File: src/rtl/cpu_clock_controller_pkg.sv
// Shared definitions for the Mini-SRC CPU clock controller: FSM state encodings
// and default divider configuration, also consumed by the LED/debug display block.
package cpu_clock_controller_pkg;

    localparam int          CLK_DIV_W       = 28;
    localparam int unsigned CLK_DEFAULT_DIV = 10000000;

    typedef enum logic [1:0] {
        ST_IDLE   = 2'b00,
        ST_RUN    = 2'b01,
        ST_STEP   = 2'b10,
        ST_HALTED = 2'b11
    } clk_state_e;

    // True for states in which the CPU may legally receive a clock enable.
    function automatic logic state_can_tick(input clk_state_e st);
        return (st == ST_RUN) || (st == ST_STEP);
    endfunction

endpackage

File: src/rtl/cpu_clock_controller_if.sv
// Request/response bundle between the board/CPU-halt side and the clock controller.
interface cpu_clock_controller_if #(
    parameter int DIV_W = 28
);
    logic             run_req;
    logic             step_req;
    logic             stop_req;
    logic             halt_req;
    logic             div_load;
    logic [DIV_W-1:0] div_in;
    logic             cpu_tick;
    logic [1:0]       state_o;
    logic [31:0]      tick_count;

    modport master (
        output run_req, step_req, stop_req, halt_req, div_load, div_in,
        input  cpu_tick, state_o, tick_count
    );

    modport slave (
        input  run_req, step_req, stop_req, halt_req, div_load, div_in,
        output cpu_tick, state_o, tick_count
    );
endinterface

File: src/rtl/cpu_clock_controller_tick_gen.sv
// Runtime-loadable tick divider: holds the divisor and the free-running count,
// and flags the terminal count while enabled.
module cpu_clock_controller_tick_gen
    import cpu_clock_controller_pkg::*;
#(
    parameter int          DIV_W       = CLK_DIV_W,
    parameter int unsigned DEFAULT_DIV = CLK_DEFAULT_DIV
) (
    input  logic             clk,
    input  logic             rst,
    input  logic             enable,
    input  logic             load,
    input  logic [DIV_W-1:0] div_in,
    output logic             tc
);

    logic [DIV_W-1:0] div_reg_q, div_reg_d;
    logic [DIV_W-1:0] counter_q, counter_d;
    logic [DIV_W-1:0] div_eff;
    logic [DIV_W-1:0] term;

    // Divisors 0 and 1 both mean "every cycle", so clamp before subtracting.
    always_comb begin
        div_eff = (div_reg_q <= DIV_W'(1)) ? DIV_W'(1) : div_reg_q;
        term    = div_eff - DIV_W'(1);
    end

    // A load always restarts the count and never coincides with a terminal count.
    assign tc = enable && !load && (counter_q == term);

    always_comb begin
        div_reg_d = div_reg_q;
        counter_d = counter_q + DIV_W'(1);
        if (load) begin
            div_reg_d = div_in;
            counter_d = '0;
        end else if (!enable || tc) begin
            counter_d = '0;
        end
    end

    always_ff @(posedge clk) begin
        if (rst) begin
            div_reg_q <= DIV_W'(DEFAULT_DIV);
            counter_q <= '0;
        end else begin
            div_reg_q <= div_reg_d;
            counter_q <= counter_d;
        end
    end

endmodule

File: src/rtl/cpu_clock_controller.sv
// Run/step/halt sequencer producing a one-cycle CPU clock enable on in_clock.
// Define CLOCK_CTRL_CYCLE_COUNT_EN to enable the issued-tick counter on tick_count.
module cpu_clock_controller
    import cpu_clock_controller_pkg::*;
#(
    parameter int          DIV_W       = CLK_DIV_W,
    parameter int unsigned DEFAULT_DIV = CLK_DEFAULT_DIV
) (
    input  logic                   in_clock,
    input  logic                   reset,
    cpu_clock_controller_if.slave  bus
);

    clk_state_e state_q, state_d;
    logic       cpu_tick_q, cpu_tick_d;
    logic       run_active;
    logic       tc;

    // Counting only continues while RUN will still be the state next cycle.
    assign run_active = (state_q == ST_RUN) && !bus.halt_req && !bus.stop_req;

    cpu_clock_controller_tick_gen #(
        .DIV_W       (DIV_W),
        .DEFAULT_DIV (DEFAULT_DIV)
    ) u_tick_gen (
        .clk    (in_clock),
        .rst    (reset),
        .enable (run_active),
        .load   (bus.div_load),
        .div_in (bus.div_in),
        .tc     (tc)
    );

    always_comb begin
        state_d    = state_q;
        cpu_tick_d = 1'b0;
        case (state_q)
            ST_IDLE: begin
                if (bus.halt_req) begin
                    state_d = ST_HALTED;
                end else if (!bus.stop_req) begin
                    if (bus.run_req) begin
                        state_d = ST_RUN;
                    end else if (bus.step_req) begin
                        state_d    = ST_STEP;
                        cpu_tick_d = 1'b1;
                    end
                end
            end
            ST_RUN: begin
                if (bus.halt_req) begin
                    state_d = ST_HALTED;
                end else if (bus.stop_req) begin
                    state_d = ST_IDLE;
                end else begin
                    cpu_tick_d = tc;
                end
            end
            ST_STEP: begin
                state_d = bus.halt_req ? ST_HALTED : ST_IDLE;
            end
            ST_HALTED: begin
                state_d = ST_HALTED;
            end
            default: begin
                state_d = ST_IDLE;
            end
        endcase
        // Belt and braces: the enable can only leave in a state that permits it.
        if (!state_can_tick(state_d)) begin
            cpu_tick_d = 1'b0;
        end
    end

    always_ff @(posedge in_clock) begin
        if (reset) begin
            state_q    <= ST_IDLE;
            cpu_tick_q <= 1'b0;
        end else begin
            state_q    <= state_d;
            cpu_tick_q <= cpu_tick_d;
        end
    end

`ifdef CLOCK_CTRL_CYCLE_COUNT_EN
    logic [31:0] tick_count_q, tick_count_d;

    always_comb begin
        tick_count_d = tick_count_q + {31'd0, cpu_tick_q};
    end

    always_ff @(posedge in_clock) begin
        if (reset) begin
            tick_count_q <= 32'd0;
        end else begin
            tick_count_q <= tick_count_d;
        end
    end

    assign bus.tick_count = tick_count_q;
`else
    assign bus.tick_count = 32'd0;
`endif

    assign bus.cpu_tick = cpu_tick_q;
    assign bus.state_o  = state_q;

endmodule

File: src/flat_wrapper.sv
// flat-port wrapper written by rule: the top's interface ports become plain ports
module cpu_clock_controller_flat import cpu_clock_controller_pkg::*;
#(
    parameter int          DIV_W       = CLK_DIV_W,
    parameter int unsigned DEFAULT_DIV = CLK_DEFAULT_DIV
)
  (in_clock, reset, bus_run_req, bus_step_req, bus_stop_req, bus_halt_req, bus_div_load, bus_div_in, bus_cpu_tick, bus_state_o, bus_tick_count);
  cpu_clock_controller_if #(.DIV_W(DIV_W)) bus_i ();
  input  logic in_clock;
  input  logic reset;
  input wire logic [$bits(bus_i.run_req)-1:0] bus_run_req;
  input wire logic [$bits(bus_i.step_req)-1:0] bus_step_req;
  input wire logic [$bits(bus_i.stop_req)-1:0] bus_stop_req;
  input wire logic [$bits(bus_i.halt_req)-1:0] bus_halt_req;
  input wire logic [$bits(bus_i.div_load)-1:0] bus_div_load;
  input wire logic [$bits(bus_i.div_in)-1:0] bus_div_in;
  output wire logic [$bits(bus_i.cpu_tick)-1:0] bus_cpu_tick;
  output wire logic [$bits(bus_i.state_o)-1:0] bus_state_o;
  output wire logic [$bits(bus_i.tick_count)-1:0] bus_tick_count;
  assign bus_i.run_req = bus_run_req;
  assign bus_i.step_req = bus_step_req;
  assign bus_i.stop_req = bus_stop_req;
  assign bus_i.halt_req = bus_halt_req;
  assign bus_i.div_load = bus_div_load;
  assign bus_i.div_in = bus_div_in;
  assign bus_cpu_tick = bus_i.cpu_tick;
  assign bus_state_o = bus_i.state_o;
  assign bus_tick_count = bus_i.tick_count;
  cpu_clock_controller #(.DIV_W(DIV_W), .DEFAULT_DIV(DEFAULT_DIV)) u_core (.in_clock(in_clock), .reset(reset), .bus(bus_i));
endmodule
File: config.mk
export PLATFORM = sky130hd
export DESIGN_NAME = cpu_clock_controller_flat
export DESIGN_NICKNAME = d
export VERILOG_FILES = /design/src/rtl/cpu_clock_controller_pkg.sv /design/src/rtl/cpu_clock_controller_if.sv /design/src/rtl/cpu_clock_controller_tick_gen.sv /design/src/rtl/cpu_clock_controller.sv /design/src/flat_wrapper.sv
export SDC_FILE = /design/constraint.sdc
export NUM_CORES = 1
export LEC_CHECK = 0
export CELL_PAD_IN_SITES_DETAIL_PLACEMENT = 0
export CELL_PAD_IN_SITES_GLOBAL_PLACEMENT = 1
export CORE_ASPECT_RATIO = 0.75
export CORE_UTILIZATION = 44
export CTS_BUF_LIST = sky130_fd_sc_hd__clkbuf_4 sky130_fd_sc_hd__clkbuf_8
export DETAILED_ROUTE_END_ITERATION = 6
export PLACE_DENSITY_LB_ADDON = 0.1
export SYNTH_ARGS = -nofsm -noshare
export SYNTH_HDL_FRONTEND = slang
export SYNTH_SLANG_ARGS = --single-unit
File: constraint.sdc
create_clock -name in_clock -period 8.3 [get_ports in_clock]
set_input_delay 2.075 -clock in_clock [delete_from_list [all_inputs] [get_ports in_clock]]
set_output_delay 2.075 -clock in_clock [all_outputs]
set_load 0.05 [all_outputs]
==> flow_summary.yaml <==
floorplan:
  chipWidth_um: 110
  die_h_um: 83.0
  start_util: 0.455
  io_pins: 70
  die-area_mm2: 0.00913
  core_area_mm2: 0.00845
  rows: 29
sta:
  setup_viol: 0
  period_needed_ns: 4.46
  slew_headroom: 0.409
  fin_tns_setup_ns: 0
  worstMarginPinSlew_ns: 0.887
  grt_setup_unrepaired: "no"
  finalMaxSlewViolations: 0
  max_freq_mhz: 224
  fin_skew_ns: 0.00589
  min_period_over_period: 0.538
  hold_viol_final: 0
grt:
  grt_pass1_wl_mm: 14.9
  grt_max_degree: 39
  grt_util_all_layers: 0.219
  grt_overflow: 0
  antenna_found_initial: 0
  grt_pass1_vias: 2871
clocking:
  cts_hold_buf: 0
  cts.path.max_buffers: 2
  cts.clk_slew.worst_paths_ns: 0.06
  numCtsBuffers: 9
  cts_resized: 0
  cts_setup_buffers: 0
  h-tree-depth: 3
  cts_tree: "done"
  cts_sinks: 59
  worst_skew_pair.late_latency_ns: 0.35
  cts-root-buf: "clkbuf_8"
drt:
  drtIter0Drc: 249
  routed_wl_mm: 9.33
  via_per_inst: 5.42
  ant_nets: 0
  firstDrtPassIters: 5
  drc: 0
  wl_per_cell_um: 16.2
  vias: 3118
yosys:
  syn_area_mm2: 0.00385
  yosys.area.top_type: "dfxtp_1"
  synth_common_cells: "59 x dfxtp_1, 38 x nor2_1, 32 x buf_4, 32 x xor2_1, 25 x xnor2_1"
  synth-edff-count: 0
  synth_top_area_share: 0.307
  yosysMostFrequentCell: "dfxtp_1"
  syn_inst: 436
  ys_dominant_reg_cell: "dfxtp_1"
  synth.ff_latch_count: 59
  async_flop_share: 0
  synth.area.top_cells: "dfxtp_1 31%, xor2_1 7.3%, buf_4 6.2%"
  ys_types: 62
  yosys_warnings: 0
  ys_seq_area_frac: 0.307
  syn_avg_cell_area_um2: 8.82
layout:
  drive_gt1_frac: 0.113
  seq_area_mm2: 0.00118
  design_area_mm2: 0.00434
  multi_input_area_mm2: 0.00240
  num_antenna_cells: 0
  fin_nets: 499
  stdcell_count: 575
  n_fill_cell: 849
  syn_to_final_growth_pct: 12.7
critical_path:
  worst_path_largest_cell_delay_ns: 0.53
  path_max_fanout: 28
  end_kind: "flop"
  required_ns: 8.49
  r2r_cells: 14
  criticalPathCategory: "reg -> reg"
  path_delay_family: "simple AND/OR/NAND/NOR gates"
  cpMostUsedCell: "nor3_1"
  start_kind: "flop"
  cp_slowest_cell: "nor3_1"
  cp.depth: 14
  arrival_ns: 4.65
  critical_path_buf_inv_count: 1
  worstPathCellList: "nor4_4 -> nand4b_4 -> nor3_1 -> nor2_1 -> ha_1 -> nor2b_1 -> nand2_1 -> nor3_1 -> or2_2 -> a221o_1 -> a2111oi_2 -> and3_1 -> buf_4 -> nor3_1"
run:
  maxCapViolCount: 0
placement:
  finalWeightedCongestion: 0.873
  port_buffers: 37
  dp.final_hpwl_mm: 6.98
  dp_cells: 559
  dpl_cell_area_mm2: 0.00410
hold_path:
  hold_depth: 2
  hp-class: "reg -> reg"
run_status:
  status: "finished clean"
power:
  leakage_nw: 1.56
  ir_worst_vdd_uv: 104
  power_w: 0.000731
  power_density_mw_per_mm2: 169
## layout by cell type, fill, tap and decap left out, types with 2 or more instances in the layout
cell type / n
nor4b_1: 4
clkbuf_8: 11
nor3_2: 20
and2_1: 3
bufinv_16: 2
o21ai_0: 7
clkdlybuf4s50_1: 36
o41ai_1: 2
nor2_1: 38
nor2b_1: 11
nor3_1: 24
nand3_1: 11
and3_1: 7
nand4_1: 8
and4_1: 4
dfxtp_1: 59
nor3b_1: 3
a21oi_1: 8
or3_1: 2
nand2_1: 23
nand3b_1: 3
a41oi_1: 2
buf_4: 2
a211o_1: 9
mux2i_1: 23
xnor2_1: 25
xor2_1: 32
nand4b_1: 3
ha_1: 2
inv_1: 3
conb_1: 32
a31oi_1: 5
or4_1: 3
nand2b_1: 2
nor4_1: 9
## area by class of cell
type | instances | share of cell area
sequential | 59 | 0.272
timing repair buffer | 39 | 0.0877
clock buffer | 12 | 0.0367
inverter | 3 | 0.00260
tap | 108 | 0.0312
multi-input combinational | 350 | 0.553
clock inverter | 4 | 0.0167
## report_power, final
part           leakage (nW)  switching (W)  internal (W)  total, W
sequential            0.482      0.0000192      0.000293  0.000312
combinational         0.960      0.0000736     0.0000440  0.000118
clock                 0.116       0.000113      0.000188  0.000301
total                  1.56       0.000206      0.000525  0.000731
## state kept, by name, summed over array words and instances (netlist names)
register,flops
u_core.bus.cpu_tick,1
u_core.bus.state_o,2
u_core.u_tick_gen.counter_q,28
u_core.u_tick_gen.div_reg_q,28
## cells by family (layout without fill, tap and decap cells)
group / count (synthesis) / count (layout) / synth area share
DFF: 59 / 59 / 0.307
buffers and inverters: 58 / 58 / 0.100
AOI/OAI and AO/OA: 48 / 48 / 0.0959
muxes: 24 / 24 / 0.0628
and+or+nand+nor: 187 / 187 / 0.297
xor gates and xnor gates: 57 / 57 / 0.130
adders and majority gates: 2 / 2 / 0.00650
other: 1 / 32 / 0.000975
## worst register-to-register path: stages (launching register included)
cell and delay, ns:
dfxtp_1 0.39, nor4_4 0.52, nand4b_4 0.21, nor3_1 0.53, nor2_1 0.10, ha_1 0.28, nor2b_1 0.21, nand2_1 0.20
nor3_1 0.13, or2_2 0.28, a221o_1 0.33, a2111oi_2 0.43, and3_1 0.21, buf_4 0.37, nor3_1 0.11
## metrics by stage
| step | setup WS (ns) | hold slack, ns | util |
|---|---|---|---|
| finish | 3.84 | 0.575 | 0.513 |
| global route | 3.49 | 0.603 | 0.513 |
| CTS | 3.84 | 0.577 | 0.513 |
| detailed placement | 3.86 | 0.562 | 0.485 |
| global placement | 3.92 | 0.554 | 0.485 |
| floorplan | 4.48 | 0.504 | - |
## metal layers
metal | vias up | GRT usage | share of wire | wire, um
met3 | 8 | 0.0628 | 0.078 | 729
li1 | 1550 | - | - | -
met2 | 115 | 0.279 | 0.38 | 3520
met1 | 1445 | 0.343 | 0.53 | 4970
met4 | 0 | 0.0691 | 0.012 | 112
met5 | - | 0 | 0 | 0
## final timing paths
path | slack [ns] | end | from
setup reg to reg | 3.84 | u_core.u_tick_gen.counter_q[25] | u_core.u_tick_gen.div_reg_q[6]
setup / recovery | 3.84 | u_core.u_tick_gen.counter_q[25] | u_core.u_tick_gen.div_reg_q[6]
hold reg to reg | 0.58 | u_core.u_tick_gen.div_reg_q[25] | u_core.u_tick_gen.div_reg_q[25]
hold / removal | 0.58 | u_core.u_tick_gen.div_reg_q[25] | u_core.u_tick_gen.div_reg_q[25]
(Power assumes the default switching activity.)
